<file path="config.mk">
export PLATFORM = sky130hd
export DESIGN_NAME = ibex_cheri_mem_exc_tracker
export DESIGN_NICKNAME = d
export VERILOG_FILES = /design/src/rtl/ibex_cheri_mem_exc_tracker_pkg.sv /design/src/rtl/ibex_cheri_mem_exc_tracker.sv
export SDC_FILE = /design/constraint.sdc
export NUM_CORES = 1
export LEC_CHECK = 0
export CELL_PAD_IN_SITES_DETAIL_PLACEMENT = 2
export CELL_PAD_IN_SITES_GLOBAL_PLACEMENT = 2
export CORE_MARGIN = 1
export CORE_UTILIZATION = 31
export DETAILED_ROUTE_END_ITERATION = 7
export MAX_ROUTING_LAYER = met4
export PLACE_DENSITY = 0.81
export SETUP_SLACK_MARGIN = 0.15
export SYNTH_ARGS = -nofsm -noshare
export SYNTH_HDL_FRONTEND = slang
export SYNTH_SLANG_ARGS = --single-unit
</file>
<file path="constraint.sdc">
create_clock -name clk_i -period 3.75 [get_ports clk_i]
set_input_delay 0.5625 -clock clk_i [delete_from_list [all_inputs] [get_ports clk_i]]
set_output_delay 0.5625 -clock clk_i [all_outputs]
set_load 0.01 [all_outputs]
</file>
<file path="src/rtl/ibex_cheri_mem_exc_tracker_pkg.sv">
// Shared types for the CHERI memory exception tracker.
// CheriExcWidth : width of the checker's per-request exception vector
// cheri_exc_idx_e : bit index of each exception class inside that vector
// cheri_exc_entry_t : one tracker queue entry
package ibex_cheri_mem_exc_tracker_pkg;

    localparam int unsigned CheriExcWidth = 6;

    typedef enum int unsigned {
        TAG_VIOLATION              = 0,
        SEAL_VIOLATION             = 1,
        PERMIT_LOAD_VIOLATION      = 2,
        PERMIT_STORE_VIOLATION     = 3,
        PERMIT_STORE_CAP_VIOLATION = 4,
        LENGTH_VIOLATION           = 5
    } cheri_exc_idx_e;

    typedef struct packed {
        logic [CheriExcWidth-1:0] exc;        // checker exception vector at grant
        logic                     upper_exc;  // instruction upper-half length violation
        logic                     we;         // request was a store
        logic                     discard;    // flushed: pops normally, reports nothing
    } cheri_exc_entry_t;

endpackage

</file>
<file path="src/rtl/ibex_cheri_mem_exc_tracker.sv">
// CHERI memory exception tracker.
// Captures the checker's exception vector when a request is granted and replays
// it, in order, alongside the matching response, so several bus transactions
// can be outstanding at once.
//
// Handshake: the address phase completes in any cycle with req_i & gnt_i (the
// requester must keep req_i low while req_block_o is high); a response is
// consumed in any cycle with rvalid_i, one response per granted request, in
// grant order.
//
// Ports:
//   clk_i, rst_ni         clock, asynchronous active-low reset
//   req_i, gnt_i          address-phase request / grant
//   rvalid_i, err_i       response valid / bus error
//   we_i, exc_i           store flag and exception vector, sampled at grant
//   upper_exc_i           upper-half violation (instruction port only)
//   flush_i               discard reporting of every outstanding entry
//   req_block_o           queue full
//   exc_o, upper_exc_o    exceptions for the current response
//   exc_any_o             any exception for the current response
//   err_o                 bus error for a non-discarded response
//   busy_o                at least one entry outstanding
//   spurious_o            response arrived with nothing outstanding
module ibex_cheri_mem_exc_tracker
    import ibex_cheri_mem_exc_tracker_pkg::*;
#(
    parameter int unsigned NumOutstanding = 2,
    parameter bit          DataMem        = 1'b1
) (
    input  logic                     clk_i,
    input  logic                     rst_ni,
    input  logic                     req_i,
    input  logic                     gnt_i,
    input  logic                     rvalid_i,
    input  logic                     err_i,
    input  logic                     we_i,
    input  logic [CheriExcWidth-1:0] exc_i,
    input  logic                     upper_exc_i,
    input  logic                     flush_i,
    output logic                     req_block_o,
    output logic [CheriExcWidth-1:0] exc_o,
    output logic                     upper_exc_o,
    output logic                     exc_any_o,
    output logic                     err_o,
    output logic                     busy_o,
    output logic                     spurious_o
);

    localparam int unsigned    PtrW    = (NumOutstanding > 1) ? $clog2(NumOutstanding) : 1;
    localparam int unsigned    CntW    = $clog2(NumOutstanding + 1);
    localparam logic [PtrW-1:0] LastPtr = PtrW'(NumOutstanding - 1);
    localparam logic [CntW-1:0] FullCnt = CntW'(NumOutstanding);

    cheri_exc_entry_t entries_q [NumOutstanding];
    logic [PtrW-1:0]  wr_ptr_q;
    logic [PtrW-1:0]  rd_ptr_q;
    logic [CntW-1:0]  cnt_q;

    logic             full;
    logic             not_empty;
    logic             push;
    logic             pop;
    logic             report;
    cheri_exc_entry_t head;
    logic             unused_head_we;

    // Pointers wrap at the queue depth, which need not be a power of two.
    function automatic logic [PtrW-1:0] ptr_inc(input logic [PtrW-1:0] ptr);
        return (ptr == LastPtr) ? '0 : ptr + PtrW'(1);
    endfunction

    assign full      = (cnt_q == FullCnt);
    assign not_empty = (cnt_q != '0);
    // A pop in the same cycle does not make room: the push is judged on the
    // registered count only, matching what req_block_o advertised.
    assign push      = req_i & gnt_i & ~full;
    assign pop       = rvalid_i & not_empty;

    always_ff @(posedge clk_i or negedge rst_ni) begin
        if (!rst_ni) begin
            wr_ptr_q <= '0;
            rd_ptr_q <= '0;
            cnt_q    <= '0;
            for (int i = 0; i < NumOutstanding; i++) begin
                entries_q[i] <= '0;
            end
        end else begin
            // Marking every slot is equivalent to marking the valid ones: an
            // invalid slot is rewritten with discard clear when next pushed.
            if (flush_i) begin
                for (int i = 0; i < NumOutstanding; i++) begin
                    entries_q[i].discard <= 1'b1;
                end
            end
            // Placed after the flush loop so a push in the flush cycle wins
            // and the new entry is not discarded.
            if (push) begin
                entries_q[wr_ptr_q] <= '{exc:       exc_i,
                                         upper_exc: upper_exc_i & ~DataMem,
                                         we:        we_i,
                                         discard:   1'b0};
                wr_ptr_q <= ptr_inc(wr_ptr_q);
            end
            if (pop) begin
                rd_ptr_q <= ptr_inc(rd_ptr_q);
            end
            if (push && !pop) begin
                cnt_q <= cnt_q + CntW'(1);
            end else if (pop && !push) begin
                cnt_q <= cnt_q - CntW'(1);
            end
        end
    end

    assign head           = entries_q[rd_ptr_q];
    assign unused_head_we = head.we;

    // A flush in the response cycle already suppresses the head.
    assign report      = pop & ~head.discard & ~flush_i;
    assign exc_o       = report ? head.exc : '0;
    assign upper_exc_o = report & head.upper_exc & ~DataMem;
    assign exc_any_o   = (|exc_o) | upper_exc_o;
    assign err_o       = report & err_i;
    assign req_block_o = full;
    assign busy_o      = not_empty;
    assign spurious_o  = rvalid_i & ~not_empty;

`ifndef SYNTHESIS
    // Protocol monitors: report the event and keep running.
    always @(posedge clk_i) begin
        if (rst_ni) begin
            assert (!(req_i && gnt_i && full))
                else $warning("grant while tracker queue full; request not recorded");
            assert (!(rvalid_i && !not_empty))
                else $warning("response with no request outstanding");
        end
    end
`endif

endmodule

</file>
Yosys cells after proc, flatten, opt, wreduce, memory -nomap -nowiden
Cells that the tools add are included.
Word-level totals
  register bits after elaboration: 22
  bits in latches: 0
  memory bits (writable): 0
  ROM bits: 0
  input bits: 15
  memories kept: 0
Cells by class
  add/sub/neg operators: 4
  $mul: 0
  divide/modulo/power cells: 0
  order comparisons: 3
  equal/unequal tests: 1
  shift operators: 0
  multiplexer cells: 14
  bitwise gates (word level): 13
  reduce and logical (&&, ||, !) cells: 8
Operator list (number)
  $mux W9: 4
  $bwmux W18: 1
  $mux W10: 1
  $demux W9 S1: 1
  $and A1 B1 Y1: 7
  $mux W6: 1
  $reduce_or A6 Y1: 1
  $ge A2 B2 Y1 const B: 2
  $mux W1: 4
  $mux W2: 2
  $not A1 Y1: 4
  $not A1 Y2: 2
  $reduce_bool A2 Y1: 2
  $logic_and A1 B1 Y1: 3
  $add A1 B1 Y1 const B: 2
  $add A2 B1 Y2 const B: 1
  $eq A2 B2 Y1 const B: 1
  $logic_not A1 Y1: 2
  $lt A2 B1 Y1 const B: 1
  $sub A2 B1 Y2 const B: 1

Logic depth before layout (Yosys ltp)
Gate-level depths: netlist (run 1).
  depth in word-level cells: 9
  depth in mapped cells: 6

Least setup slack after synthesis (run 1)
No wires, ideal clock.
  path kind: flip-flop to output port
  start point: reg rd_ptr_q
  end point: out exc_any_o
  data arrival time: 1.541 ns
  required time: 3.188 ns
  slack: 1.646 ns
  stages on the path, launching flop included: 6
  buffers on the path: 2
  cells stage by stage: dfrtp_1 buf_6 mux2_4 or3_1 buf_6 nor3_1
On the way
  longest elaborated chain between the ends: 9
RTL lines
  from (decl): RTL line ibex_cheri_mem_exc_tracker.sv:56  | logic [PtrW-1:0] rd_ptr_q;
  from (signal assigned): RTL line ibex_cheri_mem_exc_tracker.sv:105  | rd_ptr_q <= ptr_inc(rd_ptr_q);
  $not A1 Y2 (implied by the code) (*): RTL line ibex_cheri_mem_exc_tracker.sv:115  | assign head = entries_q[rd_ptr_q];
  $mux W9 (implied by the code) (*) (3 in series): RTL line ibex_cheri_mem_exc_tracker.sv:115
  $not A1 Y1: RTL line ibex_cheri_mem_exc_tracker.sv:119  | assign report = pop & ~head.discard & ~flush_i;
  $and A1 B1 Y1 (2 in series): RTL line ibex_cheri_mem_exc_tracker.sv:119
  $mux W6 (*): RTL line ibex_cheri_mem_exc_tracker.sv:120  | assign exc_o = report ? head.exc : '0;
  $reduce_or A6 Y1 (*): RTL line ibex_cheri_mem_exc_tracker.sv:122  | assign exc_any_o = (|exc_o) | upper_exc_o;
  to (decl): RTL line ibex_cheri_mem_exc_tracker.sv:43  | output logic exc_any_o,
Mark *: on every way between the ends. The rest lies on a longest branch, timed or not. The select of a mux whose other input is x is not followed.

Final worst setup path (run 1)
Ends and elaborated chain as after synthesis.

==> summary.txt, run 1 <==
STA
  • Fin worst setup slack: between 600 and 700 ps
  • Post-route minimum period: 3100 ps
  • RSZ-0062 raised after global routing: false
  • Post-route setup TNS: 0 ps
  • Worst-Margin Slew: ~800 ps
  • F_max: around 320 MHz
  • Min Hold Slack: slightly below 500 ps
  • Slew Viols, Final: 0
  • Fin. Hold Viols: 0
  • Final Setup Violations: 0
  • Final Cycle Share: 82.7%
  • Final setup skew: ~1.6 ps
  • Slew Limit Headroom: a little under half

Power
  • Worst IR drop on VDD: around 0.00036 V
  • Pwr/cell area: 672 nW/µm²
  • Leakage: slightly below 0.5 nW

GRT
  • Initial antenna violation count: 0
  • Gr ovfl total: 0
  • Vias in the first global route: 721
  • GRT Resource Usage Total: 15.6%
  • Largest net degree at the start of global routing: 19
  • First-pass GRT wire length: between 3000 and 4000 µm

Finish
  • Synth-to-Final Area Change: 28.9%
  • Share of cells above drive strength 1: between 10% and 20%
  • Final Instance Count excl. Fillers: 129
  • Footprint of the multi-input gates: around 410 µm²
  • Antenna cell count: 0
  • Design Area, Final: approximately 1200 µm²
  • Commonest non-fill, non-tap cells in the layout: 23 x clkdlybuf4s50_1, 18 x dfrtp_1, 11 x nor2_1
  • Commonest non-fill, non-tap cell in the layout: clkdlybuf4s50_1
  • Layout Nets: roughly 120
  • Layout fillers: between 300 and 400
  • Sequential standard cell area: between 400 and 500 µm²

Detailed routing
  • Initial DRT Pass Iterations: 2
  • DRC Markers: 0
  • Initial DRC Count: 1
  • Drt wl/cell: 15.2 µm
  • Vias: about 640
  • Routed Antenna Nets: 0
  • Post-Route WL: approximately 2000 µm
  • Vias per cell: a little under 5

Clock tree
  • Clock insertion delay at the later pin of the skew report: 280 ps
  • Htree depth: 1
  • Clock Tree Root: clkbuf_4
  • Clock buffer depth: 2
  • CTS sink count: 18
  • Cts repair resizes: 0
  • TritonCTS Buffers: 3
  • CTS tree: done
  • # hold bufs at CTS: 0
  • Post-CTS setup buffers: 0
  • Clk pin slew, worst setup/hold paths: around 100 ps

Placed design
  • IO Port Bufs: 23
  • Placer Congestion: about 0.71
  • Placed cells: between 100 and 150
  • Placed Instance Area: about 1100 µm²
  • Setup WS pre-CTS: 690 ps
  • DP HPWL: 1560 µm

Logic synthesis
  • Ys Warns: 0
  • Netlist cell types: 27
  • Synth Register Bits: 18
  • Mapped Nets: 91
  • Mapped Cells: between 70 and 80
  • Main area contributors after synthesis: dfrtp_1 50%, mux2_1 7.5%, mux2_2 7.5%
  • Post-synth top area share: around half
  • Mean Syn Cell Area: ~12 µm²
  • Largest area contributor in the netlist: dfrtp_1
  • Synthesized area: 906 µm²
  • Sequential share of the synthesized area: 49.7%

Worst setup path
  • Setup slack, reg-to-reg: 2130 ps
  • Worst Reg2Reg Path Length in Cells: 4
  • Crit Path Max Fanout: 10
  • Startpoint types: flip-flop
  • RR Endpoint: entries_q[15]$_DFFE_PN0P_
  • Crit. End Element: output pin
  • Worst R2R Start: cnt_q[0]$_DFFE_PN0P_
  • Critical Path RT: between 3000 and 4000 ps
  • CP Data Arrival Time: between 2000 and 3000 ps
  • Critical path type: reg -> out

Run
  • # Max-Cap Violations: 0

Die
  • Ports: 27
  • Row count: 19
  • Core area: 2760 µm²
  • Die ar.: approximately 3100 µm²
  • Vert. Die Dim: approximately 56 µm
  • Starting Density: 32.8%
  • Die width: ~56 µm

Min path
  • Min-Delay Endpoint: entries_q[0]$_DFF_PN0_
  • HP Start: entries_q[0]$_DFF_PN0_
  • Hold depth: 1
  • Hold Path Class: reg -> reg

Status
  • Status: completed
-- cell type report --
type                            count  area share [%]
Sequential cell                    18            38.6
Timing Repair Buffer               23            19.7
Tap cell                           31            3.32
Multi-Input combinational cell     51            35.5
Inverter                            3           0.965
Clock buffer                        3            1.93
-- registers in the layout, indices dropped and copies added (netlist names) --
register	cells
rd_ptr_q	1
wr_ptr_q	1
entries_q	14
cnt_q	2
-- cell families after synthesis --
kind of cell / after synthesis / share of synthesized area (%)
AO/OA/AOI/OAI: 2 / 1.38
XOR/XNOR: 5 / 4.84
adder cells (fa/ha/maj): 1 / 1.38
buffers and inverters: 6 / 4.56
flip-flops: 18 / 49.7
multiplexers: 19 / 23.2
other: 1 / 0.414
AND/OR/NAND/NOR: 23 / 14.5
-- power by group --
part	switching [W]	internal (W)	leakage (nW)	total (W)
clock	0.0000554	0.0000373	0.0138	0.0000927
combinational	0.000114	0.000182	0.269	0.000296
sequential	0.000105	0.000290	0.209	0.000396
-- worst max-delay path, stage by stage, from the launching register on --
cell and delay [ps]:
dfrtp_1 660, mux2_4 340, or3_1 460, nor3_1 230, clkdlybuf4s50_1 560
-- cell usage after synthesis --
cell type / count
or2_2: 1
or3_1: 1
inv_1: 2
buf_6: 2
and2_1: 1
o21ai_1: 1
ha_1: 1
nand2b_1: 1
mux2_2: 6
nor2_1: 11
xor2_1: 3
nor3_1: 1
buf_4: 1
nor3b_4: 1
mux2_1: 6
dfrtp_1: 18
conb_1: 1
xnor2_1: 2
nor4_1: 1
mux2i_1: 6
and2_0: 1
inv_2: 1
or4_1: 2
mux2_4: 1
nand3_1: 1
nor4b_1: 1
o21a_1: 1
-- per-layer routing --
layer	global-route usage [%]	part of all wire [%]
met5	-	0
met4	6.27	2.1
met3	2.79	2.8
met2	25.5	51
met1	19.2	44
-- per-stage QoR --
step                      utilization, %  total power, W
final                               42.3        0.000784
after global routing                42.3        0.000853
after CTS                           42.3        0.000801
after detailed placement            41.5        0.000706
after global placement              41.5        0.000680
after floorplan                        -        0.000593
-- how the worst max path moves through the flow --
stage / start / end / depth (start not counted)
2_1_floorplan: rd_ptr_q$_DFFE_PN0N_ / exc_any_o / 5
3_3_place_gp: rvalid_i / exc_any_o / 5
3_5_place_dp: rvalid_i / exc_any_o / 5
4_1_cts: rd_ptr_q$_DFFE_PN0N_ / exc_any_o / 4
5_1_grt: rd_ptr_q$_DFFE_PN0N_ / exc_any_o / 4
6_report: rd_ptr_q$_DFFE_PN0N_ / exc_any_o / 4
No activity file was read; power rests on OpenSTA's default activity.
==> run 2: changes to the inputs <==
- CORE_UTILIZATION: 31 -> 26
- PLACE_DENSITY: 0.81 -> 0.72
- clock period: 3.75 -> 2.85 ns (I/O delays scaled with it)
==> run 2 against run 1 <==
- power up 35%
- first-iteration DRC count grew to 17 times the previous value
- final area is 4.8% higher
- highest routed layer unchanged
- clock power rose by 37%
- setup slack got worse by 340 ps
- sequential power grew 24%
- non-clock buffer count is 3 higher
- critical path type is now in -> out
- utilization decreased by 5.7 points
==> summary.txt, run 2 (synthesized netlist as in run 1, its figures left out) <==
Placed design
  • Setup WS pre-CTS: 65.0 ps (-625 ps)
  • IO Port Bufs: 23 (unchanged)
  • Placed cells: 144 (+14%)
  • Placer Congestion: 0.783 (+10%)
  • DP HPWL: 1680 µm (+7.9%)

Worst setup path
  • Most frequent CP cell: clkdlybuf4s50_1
  • CP max stage delay: 560 ps (-100 ps)
  • Startpoint types: input port
  • Crit Path Max Fanout: 6 (-4)
  • RR Endpoint: entries_q[12]$_DFFE_PN0P_
  • Worst R2R Start: cnt_q[0]$_DFFE_PN0P_
  • Critical Path RT: 2420 ps (-770 ps)
  • Critical path type: in -> out
  • Worst Reg2Reg Path Length in Cells: 4 (unchanged)
  • Crit. End Element: output pin
  • CP Data Arrival Time: 2120 ps (-420 ps)
  • Setup slack, reg-to-reg: 1250 ps (-880 ps)
  • Slowest stage cell, crit path: clkdlybuf4s50_1
  • Worst path cell trace: clkdlybuf4s50_1, o21ai_1, or3_4, nor2_1, clkdlybuf4s50_1

Finish
  • Synth-to-Final Area Change: 35.1%
  • Layout fillers: 366 (+22%)
  • Final Instance Count excl. Fillers: 147 (+14%)
  • Layout Nets: 119 (+2.6%)
  • Footprint of the multi-input gates: 419 µm² (+1.2%)
  • Share of cells above drive strength 1: 16.8% (+3.6 points)
  • Largest register by flop count: entries_q
  • Antenna cell count: 0 (unchanged)
  • Sequential standard cell area: 450 µm² (unchanged)
  • Commonest non-fill, non-tap cells in the layout: 19 x clkdlybuf4s50_1, 18 x dfrtp_1, 11 x nor2_1
  • Commonest non-fill, non-tap cell in the layout: clkdlybuf4s50_1
  • Largest regs: entries_q x14, cnt_q x2
  • Max reg flops: 14 (unchanged)
  • Core Util, Final: 36.7% (-5.7 points)

STA
  • F_max: about 390 MHz
  • Post-route setup TNS: 0 ps (unchanged)
  • Final Cycle Share: roughly nine tenths
  • Slew Limit Headroom: 46.6% (-0.085 points)
  • Fin worst setup slack: 305 ps (-342 ps)
  • Final setup skew: 4.60 ps (+2.98 ps)
  • Min Hold Slack: 489 ps (-3.15 ps)
  • Final Setup Violations: 0 (unchanged)
  • Post-route minimum period: ~2500 ps
  • Slew Viols, Final: 0 (unchanged)
  • RSZ-0062 raised after global routing: false
  • Worst-Margin Slew: 799 ps (+1.28 ps)
  • Fin. Hold Viols: 0 (unchanged)

Power
  • P_sw: 0.000373 W (+36%)
  • Clock power share: 11.9% (about the same)
  • Worst IR drop on VDD: 0.000264 V (-27%)
  • Pint: 0.000688 W (+35%)
  • Leakage: 0.581 nW (+18%)
  • Logic pwr share: 41.7% (+4.0 points)
  • Pwr/cell area: 868 nW/µm² (+29%)
  • Seq pwr share: 46.4% (-4.1 points)
  • Switch share: 35.2% (+0.20 points)

Detailed routing
  • Vias: 654 (+2.5%)
  • Post-Route WL: 2150 µm (+9.9%)
  • Drt wl/cell: 14.6 µm (-3.6%)
  • Initial DRT Pass Iterations: 2 (unchanged)
  • DRC Markers: 0 (unchanged)
  • Initial DRC Count: 17 (+16)
  • Routed Antenna Nets: 0 (unchanged)
  • Vias per cell: 4.45 (-10%)

GRT
  • First-pass GRT wire length: 3660 µm (+1.5%)
  • GRT Resource Usage Total: 14.8% (-0.81 points)
  • Vias in the first global route: 795 (+10%)
  • Largest net degree at the start of global routing: 19 (unchanged)
  • Initial antenna violation count: 0 (unchanged)
  • Gr ovfl total: 0 (unchanged)

Die
  • Row count: 21 (+2)
  • Die width: 61.0 µm (+8.9%)
  • Core area: 3340 µm² (+21%)
  • Ports: 27 (unchanged)
  • Vert. Die Dim: 61.0 µm (+8.9%)
  • Starting Density: 27.1% (-5.7 points)
  • Die ar.: 3720 µm² (+19%)

Clock tree
  • Htree depth: 1 (unchanged)
  • Clock Tree Root: clkbuf_4
  • Post-CTS setup buffers: 0 (unchanged)
  • Clk pin slew, worst setup/hold paths: 90 ps (about the same)
  • CTS tree: done
  • Clock insertion delay at the later pin of the skew report: 300 ps (+20 ps)
  • Clock buffer depth: 2 (unchanged)
  • CTS sink count: 18 (unchanged)
  • TritonCTS Buffers: 3 (unchanged)
  • # hold bufs at CTS: 0 (unchanged)

Min path
  • Min-Delay Endpoint: entries_q[0]$_DFF_PN0_
  • Hold depth: 1 (unchanged)
  • Hold Path Class: reg -> reg
  • HP Start: entries_q[0]$_DFF_PN0_

Run
  • # Max-Cap Violations: 0 (unchanged)

Status
  • Status: completed
[run 2: cell types whose count changed in the layout (fill, tap and decap cells not counted)]
cell             delta
buf_4               +3
or3_4               +1
clkdlybuf4s50_1     -4
or3_1               -1
dlymetal6s2s_1      +4
[run 2: power by group through the flow]
| stage | Clock [W] | Sequential, W | Combinational (W) |
|---|---|---|---|
| after floorplan | 0 | 0.000458 | 0.000321 |
| after global placement | 0 | 0.000488 | 0.000428 |
| after detailed placement | 0 | 0.000500 | 0.000450 |
| after CTS | 0.000135 | 0.000494 | 0.000456 |
| after global routing | 0.000146 | 0.000515 | 0.000492 |
| final | 0.000127 | 0.000492 | 0.000443 |
[run 2: worst max path at each step]
stage	from	to	slack, ps	cells past startpoint
finish	rvalid_i	exc_o[4]	310	5
global route	rvalid_i	exc_o[4]	210	5
CTS	rvalid_i	exc_any_o	150	5
detailed placement	rvalid_i	exc_any_o	60	5
floorplan	rd_ptr_q$_DFFE_PN0N_	exc_any_o	880	5
global placement	rvalid_i	exc_any_o	60	5
[run 2: stage by stage]
stage          total power (W)  area, µm²
6_report               0.00106       1220
5_1_grt                0.00115       1220
4_1_cts                0.00108       1210
3_5_place_dp          0.000950       1190
3_3_place_gp          0.000916       1190
2_1_floorplan         0.000780        906
[run 2: final cells by class]
type	instances	share of cell area (%)
tap	46	4.70
sequential	18	36.8
timing repair buffer	26	21.5
multi-input combinational	51	34.3
inverter	3	0.920
clock buffer	3	1.84
[run 2: metal layers]
layer	wire (µm)	share of wire [%]	GRT usage (%)
met1	875	41	16.9
met2	1140	53	24.4
met3	54	2.5	1.26
met4	74	3.4	10.7
met5	0	0	-
[run 2: repair_timing]
action | 4_1_cts | 5_1_grt
pin swaps | 0 | 0
gates resized for setup | 1 | 4
setup endpoints to repair | 4 | 4
hold endpoints to repair | 0 | 0
[run 2: worst max-delay path, delay by kind of cell]
family / cells / cell delay (ps)
and+or+nand+nor: 2 / 570
AOI/OAI and AO/OA: 1 / 90
buffers and inverters: 2 / 1030
==> run 3: changes to the inputs <==
- ABC_CLOCK_PERIOD_IN_PS: default -> 2850
==> results of run 3 <==
Same layout as run 2: the final DEF is identical, and so are final timing and power.
